<file path="config.mk">
export PLATFORM = sky130hd
export DESIGN_NAME = pkt_dist
export DESIGN_NICKNAME = d
export VERILOG_FILES = /design/src/rtl/pkt_dist.sv
export SDC_FILE = /design/constraint.sdc
export NUM_CORES = 1
export LEC_CHECK = 0
export CELL_PAD_IN_SITES_DETAIL_PLACEMENT = 0
export CELL_PAD_IN_SITES_GLOBAL_PLACEMENT = 2
export CORE_MARGIN = 4
export CORE_UTILIZATION = 29
export CTS_BUF_LIST = sky130_fd_sc_hd__clkbuf_8 sky130_fd_sc_hd__clkbuf_16
export CTS_CLUSTER_DIAMETER = 150
export DETAILED_ROUTE_END_ITERATION = 10
export PLACE_DENSITY_LB_ADDON = 0.1
export REMOVE_ABC_BUFFERS = 1
export SYNTH_ARGS = -nofsm -noshare
export SYNTH_HDL_FRONTEND = slang
export SYNTH_SLANG_ARGS = --single-unit
export TNS_END_PERCENT = 30
</file>
<file path="constraint.sdc">
create_clock -name clk -period 2.28 [get_ports clk]
set_input_delay 0.228 -clock clk [delete_from_list [all_inputs] [get_ports clk]]
set_output_delay 0.228 -clock clk [all_outputs]
set_load 0.005 [all_outputs]
</file>
<file path="src/rtl/pkt_dist.sv">
// pkt_dist -- routes incoming packets to one of two output ports.
//
// Each output port holds a single registered packet entry (94 data bits plus
// a valid flag) with a valid/ready handshake toward its consumer. The
// destination is chosen per packet by aeb_i_dist (0 = port A, 1 = port B).
// A packet is accepted when valid_i_dist and ready_o_dist are both high.
// It appears on the selected port one cycle later. A port whose consumer is
// draining on the same edge can take a new packet, so each port can run at
// full throughput.
//
// Ports:
//   clk, rst_n                      clock, asynchronous active-low reset
//   node/gen/opr0/opr1/mem_wen_i_dist  incoming packet fields
//   aeb_i_dist                      destination select (0 = A, 1 = B)
//   valid_i_dist / ready_o_dist     input handshake
//   *_pkta_o_dist, valid_pkta_o_dist / ready_pkta_i_dist   port A
//   *_pktb_o_dist, valid_pktb_o_dist / ready_pktb_i_dist   port B
//   cnt_pkta_o_dist, cnt_pktb_o_dist  wrapping per-port accepted-packet counts
module pkt_dist #(
    parameter int CNT_W = 8
) (
    input  logic             clk,
    input  logic             rst_n,
    input  logic [15:0]      node_i_dist,
    input  logic [11:0]      gen_i_dist,
    input  logic [31:0]      opr0_i_dist,
    input  logic [31:0]      opr1_i_dist,
    input  logic [1:0]       mem_wen_i_dist,
    input  logic             aeb_i_dist,
    input  logic             valid_i_dist,
    output logic             ready_o_dist,
    output logic [15:0]      node_pkta_o_dist,
    output logic [11:0]      gen_pkta_o_dist,
    output logic [31:0]      opr0_pkta_o_dist,
    output logic [31:0]      opr1_pkta_o_dist,
    output logic [1:0]       mem_wen_pkta_o_dist,
    output logic             valid_pkta_o_dist,
    input  logic             ready_pkta_i_dist,
    output logic [15:0]      node_pktb_o_dist,
    output logic [11:0]      gen_pktb_o_dist,
    output logic [31:0]      opr0_pktb_o_dist,
    output logic [31:0]      opr1_pktb_o_dist,
    output logic [1:0]       mem_wen_pktb_o_dist,
    output logic             valid_pktb_o_dist,
    input  logic             ready_pktb_i_dist,
    output logic [CNT_W-1:0] cnt_pkta_o_dist,
    output logic [CNT_W-1:0] cnt_pktb_o_dist
);

    localparam int DATA_W = 94;

    logic [DATA_W-1:0] in_data;
    logic              accept;

    // Per-port views; index 0 is port A, index 1 is port B.
    logic              port_ready [2];
    logic              port_valid [2];
    logic [DATA_W-1:0] port_data  [2];
    logic [CNT_W-1:0]  port_cnt   [2];

    assign in_data = {node_i_dist, gen_i_dist, opr0_i_dist, opr1_i_dist, mem_wen_i_dist};

    assign port_ready[0] = ready_pkta_i_dist;
    assign port_ready[1] = ready_pktb_i_dist;

    // The target port can take a packet if it is empty or is being drained
    // on this edge. Only the targeted port matters. A stalled port therefore
    // blocks only the packets addressed to it.
    assign ready_o_dist = rst_n & (aeb_i_dist ? (~port_valid[1] | port_ready[1])
                                              : (~port_valid[0] | port_ready[0]));
    assign accept       = valid_i_dist & ready_o_dist;

    generate
        for (genvar gi = 0; gi < 2; gi++) begin : g_port
            localparam logic PORT_SEL = (gi == 1);

            logic              load;
            logic              valid_reg, valid_next;
            logic [DATA_W-1:0] data_reg,  data_next;
            logic [CNT_W-1:0]  cnt_reg,   cnt_next;

            assign load = accept & (aeb_i_dist == PORT_SEL);

            // A load takes priority over a drain. On a simultaneous drain
            // and load the entry stays valid and now holds the new packet.
            // Field registers are left untouched when the entry empties.
            always_comb begin
                valid_next = valid_reg;
                data_next  = data_reg;
                cnt_next   = cnt_reg;
                if (load) begin
                    valid_next = 1'b1;
                    data_next  = in_data;
                    cnt_next   = cnt_reg + CNT_W'(1);
                end else if (valid_reg && port_ready[gi]) begin
                    valid_next = 1'b0;
                end
            end

            always_ff @(posedge clk or negedge rst_n) begin
                if (!rst_n) begin
                    valid_reg <= 1'b0;
                    data_reg  <= '0;
                    cnt_reg   <= '0;
                end else begin
                    valid_reg <= valid_next;
                    data_reg  <= data_next;
                    cnt_reg   <= cnt_next;
                end
            end

            assign port_valid[gi] = valid_reg;
            assign port_data[gi]  = data_reg;
            assign port_cnt[gi]   = cnt_reg;
        end
    endgenerate

    assign {node_pkta_o_dist, gen_pkta_o_dist, opr0_pkta_o_dist,
            opr1_pkta_o_dist, mem_wen_pkta_o_dist} = port_data[0];
    assign {node_pktb_o_dist, gen_pktb_o_dist, opr0_pktb_o_dist,
            opr1_pktb_o_dist, mem_wen_pktb_o_dist} = port_data[1];

    assign valid_pkta_o_dist = port_valid[0];
    assign valid_pktb_o_dist = port_valid[1];
    assign cnt_pkta_o_dist   = port_cnt[0];
    assign cnt_pktb_o_dist   = port_cnt[1];

endmodule
</file>
==> results.md, run 1 <==
- Number of synthesized flops with an enable pin: 0
- Dpl ws: 0.276 ns
- Largest register FFs: 188
- Synth-to-Final Area Change: 57.2%
- Warnings, synthesis: 0
- Share of layout cells above drive strength 1: 31.1%
- Reg clk slew, reported paths: 0.06 ns
- Chip Height: 172 µm
- Worst r2r path cells: 5
- Sw Share: 24.1%
- Yosys top cell area share: 66.2%
- Port Buffer Count: 306
- # rows: 59
- Per-cell routed wire length: 18.9 µm
- Register area share after synthesis: 66.2%
- Later-pin clock latency in the skew report: 0.50 ns
- Vias: 5108
- CTS root buffer: clkbuf_16
- Worst Setup SP: valid_pktb_o_dist
- Critical Path End Type: output port
- Max frequency: 471 MHz
- Antenna-violating nets left: 0
- Sequential Power Share: 41.1%
- Final Max Slew Viols: 0
- Starting Density: 29.7%
- Final net count: 894
- # setup viols final: 0
- Total power: 12.0 mW
- Worst path required time: 2.05 ns
- Setup Crit Path Kind: register to output port
- H-tree Lvls: 1
- Non-filler cells, final: 1146
- Async S/R FF share, synth: 100%
- Final Wtd Congestion: 0.748
- Drt drc: 0
- CP Data Arrival Time: 1.89 ns
- Top_reg_cell synth: dfrtp_1
- Post-layout minimum cycle time: 2.12 ns
- I/O pin count: 307
- Hpwl dp: 15.8 mm
- CTS tree: done
- Unrepaired setup endpoints after global routing: false
- Final wirelength: 21.6 mm
- Clk sink count: 206
- First-pass GRT wire length: 33.6 mm
- Core Box Area: 26200 µm²
- Combinational Power Share: 25.3%
- Leakage: 5.05 nW
- Cells after Synth: 462
- Final Hold Vio Count: 0
- Rel. slew slack: 49.1%
- Fillcell total: 2332
- FF-to-FF Start: valid_pkta_o_dist
- All-Layer GR Usage: 14.4%
- Register area: 5150 µm²
- Outcome: completed
- Mapped Avg Cell Area: 16.9 µm²
- Post-CTS setup repair buffer count: 0
- Peak VDD IR: 515 µV
- #FFs+latches synth: 206
- Die area: 29500 µm²
- Largest net degree at the start of global routing: 124
- Via count of the first global-routing pass: 5847
- CTS max path bufs: 3
- Cell area after synthesis: 7790 µm²
- Die width: 172 µm
- CP Max Fanout: 5
- CTS buffer count: 24
- Initial antenna violation count: 3
- Distinct cell type count after synthesis: 22
- DR pass1 iterations: 6
- Fin util: 46.7%
- Final worst clock skew: 0.00680 ns
- Worst Setup Start Kind: register
- 1st-iter DRT viols: 176
- Dominant cells by area after synthesis: dfrtp_1, mux2_2, buf_6
- Total gr overflow: 0
- Switch Pwr: 2.90 mW
- Commonest cells post-synth: dfrtp_1, mux2_2, xnor2_1
- Setup ws final: 0.158 ns
- Clk network pwr share: 33.6%
- Max capacitance violation total: 0
- Slew @ Worst Pin: 0.764 ns
- Crit share post-route: 93.1%
- Power Internal: 9.14 mW
- Vias per cell: 4.46
- Power per cell area: 983 nW/µm²
- Area leader, netlist: dfrtp_1
- Hold crit path type: primary input to async pin
- Placed Cells: 1100
- Multi-input gate area: 2470 µm²
- Most common cell in the synthesized netlist: dfrtp_1
-- power by group through the flow --
stage                     registers [mW]  logic [mW]  clock network, mW
after floorplan                     5.01       0.810                  0
after global placement              4.97        3.08                  0
after detailed placement            5.01        3.10                  0
after CTS                           4.96        3.12               4.20
after global routing                5.07        3.28               4.36
final                               4.94        3.05               4.04
-- cells by family after synthesis --
| logic type | Yosys count | share of synthesized area (%) |
|---|---|---|
| xor+xnor | 14 | 1.57 |
| mux | 190 | 27.5 |
| simple gates | 27 | 2.12 |
| fa+ha+maj | 2 | 0.321 |
| buf+inv | 21 | 2.11 |
| flops | 206 | 66.2 |
| compound gates | 2 | 0.193 |
-- per-stage QoR --
step                      hold slack (ns)  area (µm²)  TNS [ns]
final                               0.327       12200         0
after global routing                0.344       12200         0
after CTS                           0.310       12200         0
after detailed placement            0.297       11400         0
after global placement              0.288       11400         0
after floorplan                   -0.0676        7620   -146.47
-- worst max-delay path: stages (launching register included) --
cell and delay, ns:
dfrtp_1 0.39, nor2b_1 0.13, buf_4 0.15, nand2_1 0.07
o211a_1 0.16, clkdlybuf4s50_1 0.50
-- per-layer routing --
layer,routed length (µm),global-route usage [%]
met1,8560,17.5
met2,10100,23.3
met3,2300,6.10
met4,633,4.51
met5,14,0
-- layout by cell type, fill, tap and decap left out, types with 2 or more instances in the layout --
cell and count:
xnor2_1 9, dfrtp_1 206, inv_1 3, mux2_2 190
xor2_1 5, nand2_1 6, buf_4 8, clkinv_2 5
nand4_1 4, buf_12 10, ha_1 2, nand3_1 6
bufinv_16 3, nor4_1 3, clkbuf_8 9, clkbuf_16 25
nor2b_1 2, clkdlybuf4s50_1 305
-- what timing repair did --
action	CTS	global route
resized for setup	0	0
hold endpoints to repair	146	0
hold buffers	1	0
-- cell type report --
class / instances / area share [%]
sequential: 206 / 42.1
timing repair buffer: 325 / 27.3
multi-input combinational: 235 / 20.2
clock buffer: 33 / 6.01
tap: 335 / 3.42
clock inverter: 11 / 1.03
antenna: 1 / 0.0204
-- final timing paths --
check | endpoint | slack [ns]
min in group clk | g_port[1].data_reg[30] | 0.36
worst min-delay path | cnt_pkta_o_dist[7] | 0.33
worst min register to register | cnt_pktb_o_dist[7] | 0.47
worst max register to register | g_port[0].data_reg[20] | 0.56
max in group asynchronous | g_port[1].data_reg[81] | 0.89
worst max-delay path | ready_o_dist | 0.16
Power figures use the tool's default switching activity.
==> run 2, diff against run 1 <==
--- a/config.mk
+++ b/config.mk
@@ -5,8 +5,10 @@
 export SDC_FILE = /design/constraint.sdc
 export NUM_CORES = 1
 export LEC_CHECK = 0
+export CAP_MARGIN = 5
 export CELL_PAD_IN_SITES_DETAIL_PLACEMENT = 0
 export CELL_PAD_IN_SITES_GLOBAL_PLACEMENT = 2
+export CORE_ASPECT_RATIO = 1.4
 export CORE_MARGIN = 4
 export CORE_UTILIZATION = 29
 export CTS_BUF_LIST = sky130_fd_sc_hd__clkbuf_8 sky130_fd_sc_hd__clkbuf_16
==> run 2 against run 1 <==
Effect of this change:
- power down 2.6%
- clock power shrank 7.2%
- critical path depth decreased by 1
- largest cell class unchanged
- largest power group unchanged
==> results.md, run 2 (same netlist as run 1, synthesis figures left out) <==
- CP Max Fanout: 5
- Final Wtd Congestion: 0.768
- Via count of the first global-routing pass: 5664
- Starting Density: 29.6%
- Vias per cell: 4.53
- Core Box Area: 26300 µm²
- CTS tree: done
- Rel. slew slack: 52.2%
- CP Data Arrival Time: 1.80 ns
- Max capacitance violation total: 0
- CTS max path bufs: 3
- Synth-to-Final Area Change: 54.5%
- Per-cell routed wire length: 19.5 µm
- Post-layout minimum cycle time: 2.02 ns
- Final wirelength: 21.9 mm
- Initial antenna violation count: 2
- Placed cell area: 11200 µm²
- Commonest non-fill, non-tap cells in the layout: clkdlybuf4s50_1, dfrtp_1, mux2_2
- Reg clk slew, reported paths: 0.06 ns
- Antenna-violating nets left: 0
- Commonest non-fill, non-tap cell in the layout: clkdlybuf4s50_1
- Later-pin clock latency in the skew report: 0.49 ns
- Peak VDD IR: 575 µV
- Leakage: 4.95 nW
- Chip Height: 202 µm
- Share of layout cells above drive strength 1: 30.3%
- Hpwl dp: 15.8 mm
- Largest net degree at the start of global routing: 105
- Drt drc: 0
- Vias: 5094
- CTS buffer count: 23
- Clk sink count: 206
- Final net count: 885
- Unrepaired setup endpoints after global routing: false
- DR pass1 iterations: 4
- Largest register FFs: 188
- # setup viols final: 0
- Power per cell area: 975 nW/µm²
- Critical Path End Type: output port
- Post-route cell area: 12000 µm²
- Max frequency: 494 MHz
- CTS root buffer: clkbuf_16
- Final Max Slew Viols: 0
- Outcome: completed
- Port Buffer Count: 306
- Slew @ Worst Pin: 0.718 ns
- Setup Crit Path Kind: register to output port
- Die area: 29600 µm²
- Final Hold Vio Count: 0
- Total gr overflow: 0
- H-tree Lvls: 1
- Total power: 11.7 mW
- I/O pin count: 307
- First-pass GRT wire length: 34.0 mm
- Final worst clock skew: 0.00425 ns
- 1st-iter DRT viols: 107
- Worst hold slack: 0.114 ns
- # rows: 70
- Hold crit path type: primary input to async pin
- Die width: 146 µm
- Worst Setup Start Kind: register
- Crit share post-route: 88.8%
- Fin util: 45.8%
- All-Layer GR Usage: 14.4%
- Worst path required time: 2.05 ns
## run 2: critical path, cell delays in order, from the launching register on
cell	delay, ns
dfrtp_1	0.34
nor2b_2	0.30
nand2_1	0.09
o211a_1	0.13
clkdlybuf4s50_1	0.44
## run 2: final cells by class
class / instances / area [µm²]
clock inverters: 9 / 96.3
fillers: 2377 / 14200
clock buffers: 31 / 686
flip-flops and latches: 206 / 5150
well taps: 324 / 405
multi-input cells: 235 / 2470
repair buffers: 317 / 3210
diodes: 2 / 5.00
## run 2: metal layers
metal / global-route usage, % / vias to the layer above / wire length [µm]
li1: - / 2284 / -
met3: 5.07 / 29 / 1750
met2: 26.7 / 179 / 11900
met5: 0 / - / 0
met1: 15.4 / 2602 / 7880
met4: 4.14 / 0 / 452
## run 2: path summary, 6_finish.rpt
| check | to | startpoint | cells after the start | slack, ns |
|---|---|---|---|---|
| max in group asynchronous | g_port[1].data_reg[28] | rst_n | 4 | 0.87 |
| worst min register to register | cnt_pkta_o_dist[7] | cnt_pkta_o_dist[7] | 1 | 0.47 |
| min in group clk | g_port[0].data_reg[13] | opr1_i_dist[11] | 2 | 0.37 |
| worst max register to register | g_port[0].data_reg[76] | valid_pkta_o_dist | 4 | 0.46 |
| worst min-delay path | cnt_pktb_o_dist[5] | rst_n | 2 | 0.11 |
| worst max-delay path | ready_o_dist | valid_pktb_o_dist | 4 | 0.26 |
## run 2: through the flow
step / std cells / TNS, ns / worst slack, ns
floorplan: 441 / -146.47 / -1.21
global route: 1124 / 0 / 0.157
global placement: 1081 / 0 / 0.199
finish: 1124 / 0 / 0.256
detailed placement: 1081 / 0 / 0.176
CTS: 1122 / 0 / 0.0548
## run 2: power breakdown
part	switching, mW	internal, mW
sequential	0.473	4.45
combinational	0.959	2.09
clock	1.44	2.32
total	2.87	8.86
## run 2: what timing repair did
| item | 4_1_cts | 5_1_grt |
|---|---|---|
| gates resized for setup | 0 | 1 |
| buffers inserted | 0 | 0 |
| hold endpoints to repair | 47 | 0 |
| endpoints found under the setup margin | 0 | 1 |
| hold buffers | 1 | 0 |
